`src/rtl/ps2_rx.sv`:
```
// PS/2 device-to-host receiver: synchronizes and glitch-filters the bus, decodes
// 11-bit frames (start, 8 data LSB first, odd parity, stop) and flags framing/timeout errors.
module ps2_rx #(
  parameter int unsigned FILTER_LEN  = 8,
  parameter int unsigned TIMEOUT_CYC = 100000
) (
  input  logic       clk,
  input  logic       rst_n,
  input  logic       ps2_clk,
  input  logic       ps2_data,
  output logic [7:0] rx_data,
  output logic       rx_valid,
  output logic       rx_err,
  output logic       busy
);

  localparam int unsigned TmoW = $clog2(TIMEOUT_CYC + 1);

  typedef enum logic [1:0] {StIdle, StData, StStop} state_e;

  state_e                state_q, state_d;
  logic                  clk_s1_q, clk_s2_q, data_s1_q, data_s2_q;
  logic [FILTER_LEN-1:0] hist_q, hist_d;
  logic                  filt_q, filt_d;
  logic [3:0]            bit_cnt_q, bit_cnt_d;
  logic [8:0]            shift_q, shift_d;
  logic [TmoW-1:0]       tmo_q, tmo_d;
  logic [7:0]            rx_data_q, rx_data_d;
  logic                  rx_valid_q, rx_valid_d;
  logic                  rx_err_q, rx_err_d;
  logic                  bit_evt, tmo_hit, frame_ok;

  // Filtered level moves only once the whole sample history agrees.
  always_comb begin
    hist_d = {hist_q[FILTER_LEN-2:0], clk_s2_q};
    filt_d = filt_q;
    if (&hist_q) begin
      filt_d = 1'b1;
    end else if (hist_q == '0) begin
      filt_d = 1'b0;
    end
  end

  assign bit_evt  = filt_q & ~filt_d;
  assign tmo_hit  = (tmo_q == TmoW'(TIMEOUT_CYC - 1));
  // Stop bit must be 1 and data+parity must hold an odd number of ones.
  assign frame_ok = data_s2_q & (^shift_q);

  always_ff @(posedge clk) begin
    if (!rst_n) begin
      state_q <= StIdle;
    end else begin
      state_q <= state_d;
    end
  end

  always_comb begin
    state_d = state_q;
    unique case (state_q)
      StIdle: if (bit_evt && !data_s2_q) state_d = StData;
      StData: begin
        if (bit_evt) begin
          if (bit_cnt_q == 4'd8) state_d = StStop;
        end else if (tmo_hit) begin
          state_d = StIdle;
        end
      end
      StStop: if (bit_evt || tmo_hit) state_d = StIdle;
      default: state_d = StIdle;
    endcase
  end

  always_comb begin
    busy     = (state_q != StIdle);
    rx_data  = rx_data_q;
    rx_valid = rx_valid_q;
    rx_err   = rx_err_q;
  end

  // Datapath next-state: bit events always take priority over the timeout.
  always_comb begin
    bit_cnt_d  = bit_cnt_q;
    shift_d    = shift_q;
    tmo_d      = tmo_q;
    rx_data_d  = rx_data_q;
    rx_valid_d = 1'b0;
    rx_err_d   = 1'b0;
    unique case (state_q)
      StIdle: begin
        tmo_d = '0;
        if (bit_evt && !data_s2_q) begin
          bit_cnt_d = '0;
          shift_d   = '0;
        end
      end
      StData: begin
        if (bit_evt) begin
          shift_d   = {data_s2_q, shift_q[8:1]};
          bit_cnt_d = bit_cnt_q + 4'd1;
          tmo_d     = '0;
        end else if (tmo_hit) begin
          tmo_d    = '0;
          rx_err_d = 1'b1;
        end else begin
          tmo_d = tmo_q + TmoW'(1);
        end
      end
      StStop: begin
        if (bit_evt) begin
          tmo_d = '0;
          if (frame_ok) begin
            rx_data_d  = shift_q[7:0];
            rx_valid_d = 1'b1;
          end else begin
            rx_err_d = 1'b1;
          end
        end else if (tmo_hit) begin
          tmo_d    = '0;
          rx_err_d = 1'b1;
        end else begin
          tmo_d = tmo_q + TmoW'(1);
        end
      end
      default: tmo_d = '0;
    endcase
  end

  always_ff @(posedge clk) begin
    if (!rst_n) begin
      clk_s1_q   <= 1'b1;
      clk_s2_q   <= 1'b1;
      data_s1_q  <= 1'b1;
      data_s2_q  <= 1'b1;
      hist_q     <= '1;
      filt_q     <= 1'b1;
      bit_cnt_q  <= '0;
      shift_q    <= '0;
      tmo_q      <= '0;
      rx_data_q  <= '0;
      rx_valid_q <= 1'b0;
      rx_err_q   <= 1'b0;
    end else begin
      clk_s1_q   <= ps2_clk;
      clk_s2_q   <= clk_s1_q;
      data_s1_q  <= ps2_data;
      data_s2_q  <= data_s1_q;
      hist_q     <= hist_d;
      filt_q     <= filt_d;
      bit_cnt_q  <= bit_cnt_d;
      shift_q    <= shift_d;
      tmo_q      <= tmo_d;
      rx_data_q  <= rx_data_d;
      rx_valid_q <= rx_valid_d;
      rx_err_q   <= rx_err_d;
    end
  end

endmodule

```
`config.mk`:
```
export PLATFORM = sky130hd
export DESIGN_NAME = ps2_rx
export DESIGN_NICKNAME = d
export VERILOG_FILES = /design/src/rtl/ps2_rx.sv
export SDC_FILE = /design/constraint.sdc
export NUM_CORES = 1
export LEC_CHECK = 0
export BUFFER_PORTS_ARGS = -buffer_cell sky130_fd_sc_hd__buf_4
export CORE_ASPECT_RATIO = 0.6
export CORE_MARGIN = 3
export CORE_UTILIZATION = 30
export CTS_BUF_LIST = sky130_fd_sc_hd__clkbuf_8
export DETAILED_ROUTE_END_ITERATION = 7
export PLACE_DENSITY = 0.56
export REMOVE_ABC_BUFFERS = 1
export SLEW_MARGIN = 10
export SYNTH_ARGS = -nofsm -noshare
export SYNTH_HDL_FRONTEND = slang
export SYNTH_SLANG_ARGS = --single-unit
export TNS_END_PERCENT = 100
```
`constraint.sdc`:
```
create_clock -name clk -period 1.9 [get_ports clk]
set_input_delay 0.285 -clock clk [delete_from_list [all_inputs] [get_ports clk]]
set_output_delay 0.285 -clock clk [all_outputs]
set_load 0.1 [all_outputs]
```
Yosys cells after proc, flatten, opt, wreduce, memory -nomap -nowiden --
Index checks and enable logic that the tools add are counted.
Operators by class: $add $sub $neg 2, equality and inequality tests 9, multiplexer cells 20, bitwise operators 5, reduce and logical (&&, ||, !) cells 15
Operator list (number):
- 9-bit two-way mux | 2
- 9-bit one-hot mux with 2 select lines | 1
- 17-bit by 1-bit adder with 17-bit output, second input constant | 1
- 17-bit == test, second input constant | 1
- 2-bit two-way mux | 5
- 3-bit AND reduction | 3
- 9-bit XOR reduction | 1
- 8-bit logical NOT | 1
- 4-bit two-way mux | 2
- 4-bit one-hot mux with 2 select lines | 1
- 8-bit AND reduction | 1
- 1-bit two-way mux | 7
- 2-bit != test, second input constant | 3
- 3-bit != test, second input constant | 2
- 2-bit one-hot mux with 3 select lines | 1
- 4-bit by 1-bit adder with 4-bit output, second input constant | 1
- 4-bit == test, second input constant | 1
- 4-bit AND reduction | 1
- 2-bit nonzero test | 2
- 4-bit OR reduction | 1
- 1-bit NOT | 3
- 1-bit AND | 2
- 2-bit by 1-bit == test with 1-bit output, second input constant | 1
- 2-bit == test, second input constant | 1
- other kinds (6) | 6
Word-level totals: flip-flop bits (word level) 55, bits of input ports 4, output and inout bits 11, word-level logic and storage cells 64

Logic depth before layout (Yosys ltp) --
Gate-level depths: netlist of run 1.
depth in word-level cells 8, mapped depth 7, gate-level depth less buffers 7

Worst setup path before layout of run 1 --
Ideal clock, no wire load.
kind register to register, from register shift_q[6], to register rx_err_q (netlist: rx_err), setup time 0.120 ns, data arrival time 1.594 ns, required time 1.780 ns, setup slack 0.186 ns, cell stages (with the launch flop) 6, path buffers 0, clock period less this slack 1.714 ns, path through dfxtp_1 xor2_1 xnor3_2 xor2_4 a211oi_2 or2_1
Between the ends: cells in the longest elaborated chain, start to end 5
Ends and longest elaborated chain:
- start, declared | RTL line 26 | logic [8:0] shift_q, shift_d;
- start signal, assigned | RTL line 150 | shift_q <= shift_d;
- 9-bit XOR reduction | RTL line 47 | assign frame_ok = data_s2_q & (^shift_q);
- 1-bit AND | RTL line 47
- 1-bit two-way mux | RTL line 111 | if (frame_ok) begin
- 1-bit two-way mux | RTL line 109 | if (bit_evt) begin
- 1-bit one-hot mux with 2 select lines | RTL line 88 | unique case (state_q)
- end signal, assigned | RTL line 154 | rx_err_q <= rx_err_d;
- end, declared | RTL line 30 | logic rx_err_q, rx_err_d;
No other way between the ends. A chain may end at the register's enable or synchronous reset.

Worst setup path after layout of run 1 --
Ends and elaborated chain as after synthesis.

==> run summary, run 1 <==
Unique masters post-synth -> 38
Synth Cell Area -> 2362 um2
DIE WIDTH -> 120.6 um
DR iter-0 viols -> 81
slowest stage delay, CP -> 570 ps
Yosys top cell area share -> 46.61%
Worst EP arrival -> 2020 ps
first-pass GRT wire length -> 7.969 mm
CTS H-tree depth -> 2
initial antenna violation count -> 0
GPL Wtd Cong -> 0.7909
peak supply drop -> 212.2 uV
Seq/Total Area, Yosys -> 46.61%
Clock Pin Slew Worst Setup and Hold Paths -> 110 ps
vias in the first global route -> 1571
RR Startpoint -> shift_q[6]
synth top area cells -> dfxtp_1, nand3_1, xor2_1
Initial Util -> 31.72%
Hold Crit Class -> in2reg
Tmin final -> 1802 ps
DP Area -> 2644 um2
Worst Path Buf+Inv -> 0
Via density -> 4.645
Design Area, Final -> 2776 um2
Yosys top cell by area -> dfxtp_1
largest net degree at the start of global routing -> 23
max_slew headroom -> 65.39%
Final period util -> 94.85%
Post-Syn Area per Cell -> 8.982 um2
critical path's slowest cell -> xnor3_2
Leak -> 0.0009963 uW
share of cells above drive strength 1 -> 16.32%
die area -> 9010 um2
clock latency on the worst-skew pair -> 320 ps
NumNets Final -> 297
startpoint types -> flop
P per Cell Area -> 676.9 nW/um2
Overall Global Routing Usage -> 11.28%
area delta synth->final -> 17.53%
CP endpoint kind -> flop
total grt overflow -> 0
Max Clk Rate -> 0.5549 GHz
WP data required -> 2120 ps
CORE AREA -> 7447 um2
ANT nets after route -> 0
Max-Cap Viols -> 0
I/O Pins -> 15
Worst-Margin Slew -> 515.2 ps
max-slew violations -> 0
critical path class -> reg2reg
RSZ-0062 raised after global routing -> no
maximum fanout along the worst path -> 5
crit-path leading delay family -> XOR/XNOR gates
post-CTS sizing -> 0
M3 GR Usage -> 3.829%
via count -> 1821
routed wire length -> 4.667 mm
synthesized flop and latch total -> 55
worst setup path startpoint -> shift_q[6]
CTS Root Cell -> clkbuf_8
drt drc -> 0
row cnt -> 24
YS warnings -> 0
Final Hold Vio Count -> 0
CTS tree -> yes
Final TNS setup -> 0 ps
commonest non-fill, non-tap cell in the layout -> dfxtp_1
post-DP HPWL -> 3.289 mm
Final Skew -> 13.80 ps
Post-Syn Instances -> 263
Hold Startpoint -> ps2_data
WL/cell -> 11.91 um
hold buffer count at cts -> 0
busiest grt layer -> met1
most frequent cells in the layout -> dfxtp_1, nand3_1, buf_4
total clock sinks -> 55
port buffer count -> 14
drt first pass iters -> 4
n_diodes -> 0
status -> finished clean
critical path cell sequence -> xor2_1 -> xnor3_2 -> xor2_4 -> a211oi_2 -> or2_1
M2 GR Usage -> 13.11%
Post-CTS Setup Bufs -> 0
Layout fillers -> 763
CTS Buffer Depth -> 2
TritonCTS buffer count -> 5
# setup viols final -> 0
GR met1 Demand/Resource -> 17.96%
Die Ht -> 74.74 um
## flip-flops by register name, indices dropped and copies added, names as in the netlist
signal,flops
bit_cnt_q,4
clk_s1_q,1
clk_s2_q,1
data_s1_q,1
data_s2_q,1
filt_q,1
hist_q,8
rx_data,8
rx_err,1
rx_valid,1
shift_q,9
state_q,2
tmo_q,17
## cell usage after synthesis (all sizes together)
cell	count
a211oi	1
a21bo	1
a21o	1
a21oi	22
a22oi	1
a31oi	1
and2	1
and3	6
and4	1
buf	5
clkbuf	6
dfxtp	55
ha	6
inv	8
nand2	21
nand2b	13
nand3	33
nand4	8
nand4b	1
nor2	23
nor2b	2
nor3	2
nor4	4
o211a	1
o211ai	3
o21ai	11
o221a	1
o22ai	1
or2	1
xnor2	8
xnor3	1
xor2	14
## per-layer routing
metal	part of all wire, %	up-vias
met3	4.8	7
met4	1.3	0
met1	60	826
li1	-	959
met2	34	29
met5	0	-
## final cells by class
cell class | count | area [um2] | share of cell area (%)
clock inverter | 3 | 22.52 | 0.8112
timing repair buffer | 27 | 202.7 | 7.301
tap | 104 | 130.1 | 4.687
sequential | 55 | 1101 | 39.66
multi-input combinational | 190 | 1221 | 43.98
inverter | 8 | 30.03 | 1.082
clock buffer | 5 | 68.82 | 2.479
## power by group
part / switching [uW] / internal, uW
clock network: 420 / 268
registers: 3.78 / 1160
logic: 18.9 / 10.6
total: 443 / 1440
## path summary, 6_finish.rpt
| check | end | slack, ps | cells past startpoint |
|---|---|---|---|
| hold / removal | data_s1_q | 140 | 2 |
| setup reg to reg | rx_err | 100 | 5 |
| hold reg to reg | hist_q[0] | 420 | 1 |
| setup / recovery | rx_err | 100 | 5 |
## stage by stage
step | hold WS, ps | util (%) | power [uW] | worst slack, ps | instances
2_1_floorplan | 358.0 | - | 1200 | 127.8 | 252
3_3_place_gp | 389.3 | 35.50 | 1217 | 92.74 | 383
3_5_place_dp | 394.8 | 35.50 | 1217 | 50.52 | 383
4_1_cts | 131.6 | 36.73 | 1910 | 35.18 | 391
5_1_grt | 139.8 | 37.28 | 1963 | 20.75 | 392
6_report | 144.9 | 37.28 | 1879 | 97.90 | 392
## worst register-to-register path: stages (launching register included)
cell,delay [ps]
dfxtp_1,370
xor2_1,180
xnor3_2,570
xor2_4,250
a211oi_2,100
or2_1,240
## logic make-up after synthesis
logic type | share of synthesized area, %
buffers and inverters | 3.442
AO/OA/AOI/OAI | 11.28
AND/OR/NAND/NOR | 24.42
adder cells (fa/ha/maj) | 3.178
XOR/XNOR | 11.07
flip-flops | 46.61
Power figures use the tool's default switching activity.
==> run 2, diff against run 1 <==
- BUFFER_PORTS_ARGS: -buffer_cell sky130_fd_sc_hd__buf_4 -> -buffer_cell sky130_fd_sc_hd__buf_2
- SLEW_MARGIN: 10 -> 0
==> run summary, run 2 (same netlist as run 1, synthesis figures left out) <==
CORE AREA -> 7447 um2 (unchanged)
maximum fanout along the worst path -> 7 (+2)
routed wire length -> 4.632 mm (-0.75%)
Layout fillers -> 767 (+0.52%)
drt drc -> 0 (unchanged)
max_slew headroom -> 53.40% (-12 points)
port buffer count -> 14 (unchanged)
RSZ-0062 raised after global routing -> no
CTS tree -> yes
P per Cell Area -> 709.8 nW/um2 (+4.9%)
CTS H-tree depth -> 2 (unchanged)
P_int -> 1558 uW (+8.5%)
Reg2Reg Setup Slack -> 130 ps (+30 ps)
commonest non-fill, non-tap cell in the layout -> dfxtp_1
Hold Startpoint -> ps2_data
Worst-Margin Slew -> 698.2 ps (+183.0 ps)
hold depth -> 2 (unchanged)
register share of total power -> 59.0% (-2.8 points)
critical path cell sequence -> inv_1 -> ha_1 -> inv_1 -> clkbuf_4
WL/cell -> 11.82 um (-0.75%)
vias in the first global route -> 1636 (+4.1%)
slowest stage delay, CP -> 370 ps (-200 ps)
row cnt -> 24 (unchanged)
Comb pwr share -> 1.3% (-0.3 points)
Hold Crit Class -> in2reg
post-DP HPWL -> 3.349 mm (+1.8%)
total grt overflow -> 0 (unchanged)
RR Startpoint -> shift_q[6]
Design Area, Final -> 2771 um2 (-0.18%)
startpoint types -> flop
most frequent cells in the layout -> dfxtp_1, nand3_1, nor2_1
hold buffer count at cts -> 0 (unchanged)
drt first pass iters -> 4 (unchanged)
Die Ht -> 74.74 um (unchanged)
Final Hold Vio Count -> 0 (unchanged)
Final TNS setup -> 0 ps (unchanged)
Overall Global Routing Usage -> 11.33% (+0.057 points)
CTS Root Cell -> clkbuf_8
DIE WIDTH -> 120.6 um (unchanged)
multi-input logic area -> 1227 um2 (+0.51%)
Total Power -> 1967 uW (+4.7%)
Reg2Reg Depth -> 5 (unchanged)
largest net degree at the start of global routing -> 23 (unchanged)
total clock sinks -> 55 (unchanged)
GPL Wtd Cong -> 0.8061 (+1.9%)
n_diodes -> 0 (unchanged)
# setup viols final -> 0 (unchanged)
Worst EP arrival -> 1480 ps (-540 ps)
status -> finished clean
crit-path leading delay family -> buffers and inverters
Net Sw Frac -> 20.81% (-2.8 points)
DP Area -> 2609 um2 (-1.3%)
share of cells above drive strength 1 -> 16.67% (+0.35 points)
Final Skew -> 16.28 ps (+2.485 ps)
Regs by FF count -> tmo_q (17), shift_q (9)
ANT nets after route -> 0 (unchanged)
clock latency on the worst-skew pair -> 320 ps (about the same)
Initial Util -> 31.72% (unchanged)
WP data required -> 1620 ps (-500 ps)
critical path's slowest cell -> dfxtp_1
Hold Path End -> data_s1_q
Leak -> 0.001005 uW (+0.83%)
Max-Cap Viols -> 0 (unchanged)
Biggest register -> tmo_q
Clock Pin Slew Worst Setup and Hold Paths -> 110 ps (about the same)
R2R Path End -> rx_err
Via density -> 4.602 (-0.93%)
die area -> 9010 um2 (unchanged)
CTS Buffer Depth -> 2 (unchanged)
Final period util -> 93.14% (-1.7 points)
Tmin final -> 1770 ps (-32.52 ps)
I/O Pins -> 15 (unchanged)
most frequent CP cell -> inv_1
critical path class -> reg2out
Reg area -> 1101 um2 (unchanged)
via count -> 1804 (-0.93%)
Clk pwr share -> 39.7% (+3.1 points)
CP endpoint kind -> primary output
NumNets Final -> 297 (unchanged)
initial antenna violation count -> 0 (unchanged)
max reg flops -> 17 (unchanged)
TritonCTS buffer count -> 5 (unchanged)
NetSw -> 409.3 uW (-7.6%)
DR iter-0 viols -> 90 (+11%)
area delta synth->final -> 17.32%
Max Clk Rate -> 0.5651 GHz (+1.8%)
max-slew violations -> 0 (unchanged)
peak supply drop -> 268.5 uV (+27%)
first-pass GRT wire length -> 8.059 mm (+1.1%)
Worst Path Buf+Inv -> 3 (+3)
==> run 2: how the worst max path moves through the flow <==
| stage | from | endpoint | slack (ps) | cells past startpoint |
|---|---|---|---|---|
| after floorplan | hist_q[5] | bit_cnt_q[2] | 130 | 5 |
| after global placement | shift_q[6] | rx_err | 90 | 5 |
| after detailed placement | hist_q[1] | shift_q[3] | 60 | 6 |
| after CTS | state_q[0] | busy | 20 | 4 |
| after global routing | hist_q[5] | bit_cnt_q[1] | 9 | 6 |
| final | state_q[0] | busy | 130 | 4 |
==> run 2: power by group through the flow <==
stage / logic [uW] / clock network (uW) / registers (uW)
2_1_floorplan: 13.3 / 0 / 1190
3_3_place_gp: 25.8 / 0 / 1190
3_5_place_dp: 26.1 / 0 / 1190
4_1_cts: 26.1 / 810 / 1160
5_1_grt: 29.5 / 857 / 1160
6_report: 26.1 / 780 / 1160
==> run 2: metrics by stage <==
stage	std cells	hold WS, ps	util, %	worst slack, ps
finish	392	153.9	37.21	130.4
global route	392	136.2	37.21	9.140
CTS	391	135.8	36.54	16.13
detailed placement	383	395.0	35.03	60.61
global placement	383	389.0	35.03	93.66
floorplan	252	358.0	-	127.8
==> run 2: worst register-to-register path, stage by stage, from the launching register on <==
cell	delay, ps
dfxtp_1	360
xor2_1	160
xnor3_2	560
xor2_4	250
a211oi_2	90
or2_1	240
==> run 2: layer usage <==
| layer | share of wire (%) | vias up | track usage (%) | wire length, um |
|---|---|---|---|---|
| met4 | 1.1 | 0 | 4.020 | 51 |
| met1 | 58 | 817 | 17.44 | 2700 |
| li1 | - | 951 | - | - |
| met2 | 35 | 31 | 14.41 | 1635 |
| met5 | 0 | - | 0 | 0 |
| met3 | 5.3 | 5 | 3.679 | 244 |
==> run 2: final cells by class <==
class                   instances  area share (%)
well taps                     104           4.695
clock buffers                   5           2.483
inverters                       8           1.084
clock inverters                 3           1.580
repair buffers                 27           6.140
multi-input cells             190           44.29
flip-flops and latches         55           39.73
==> run 2: timing repair <==
action,in CTS,in global routing
gates resized for setup,0,6
hold endpoints to repair,0,0
setup endpoints to repair,0,24
setup buffers,0,0
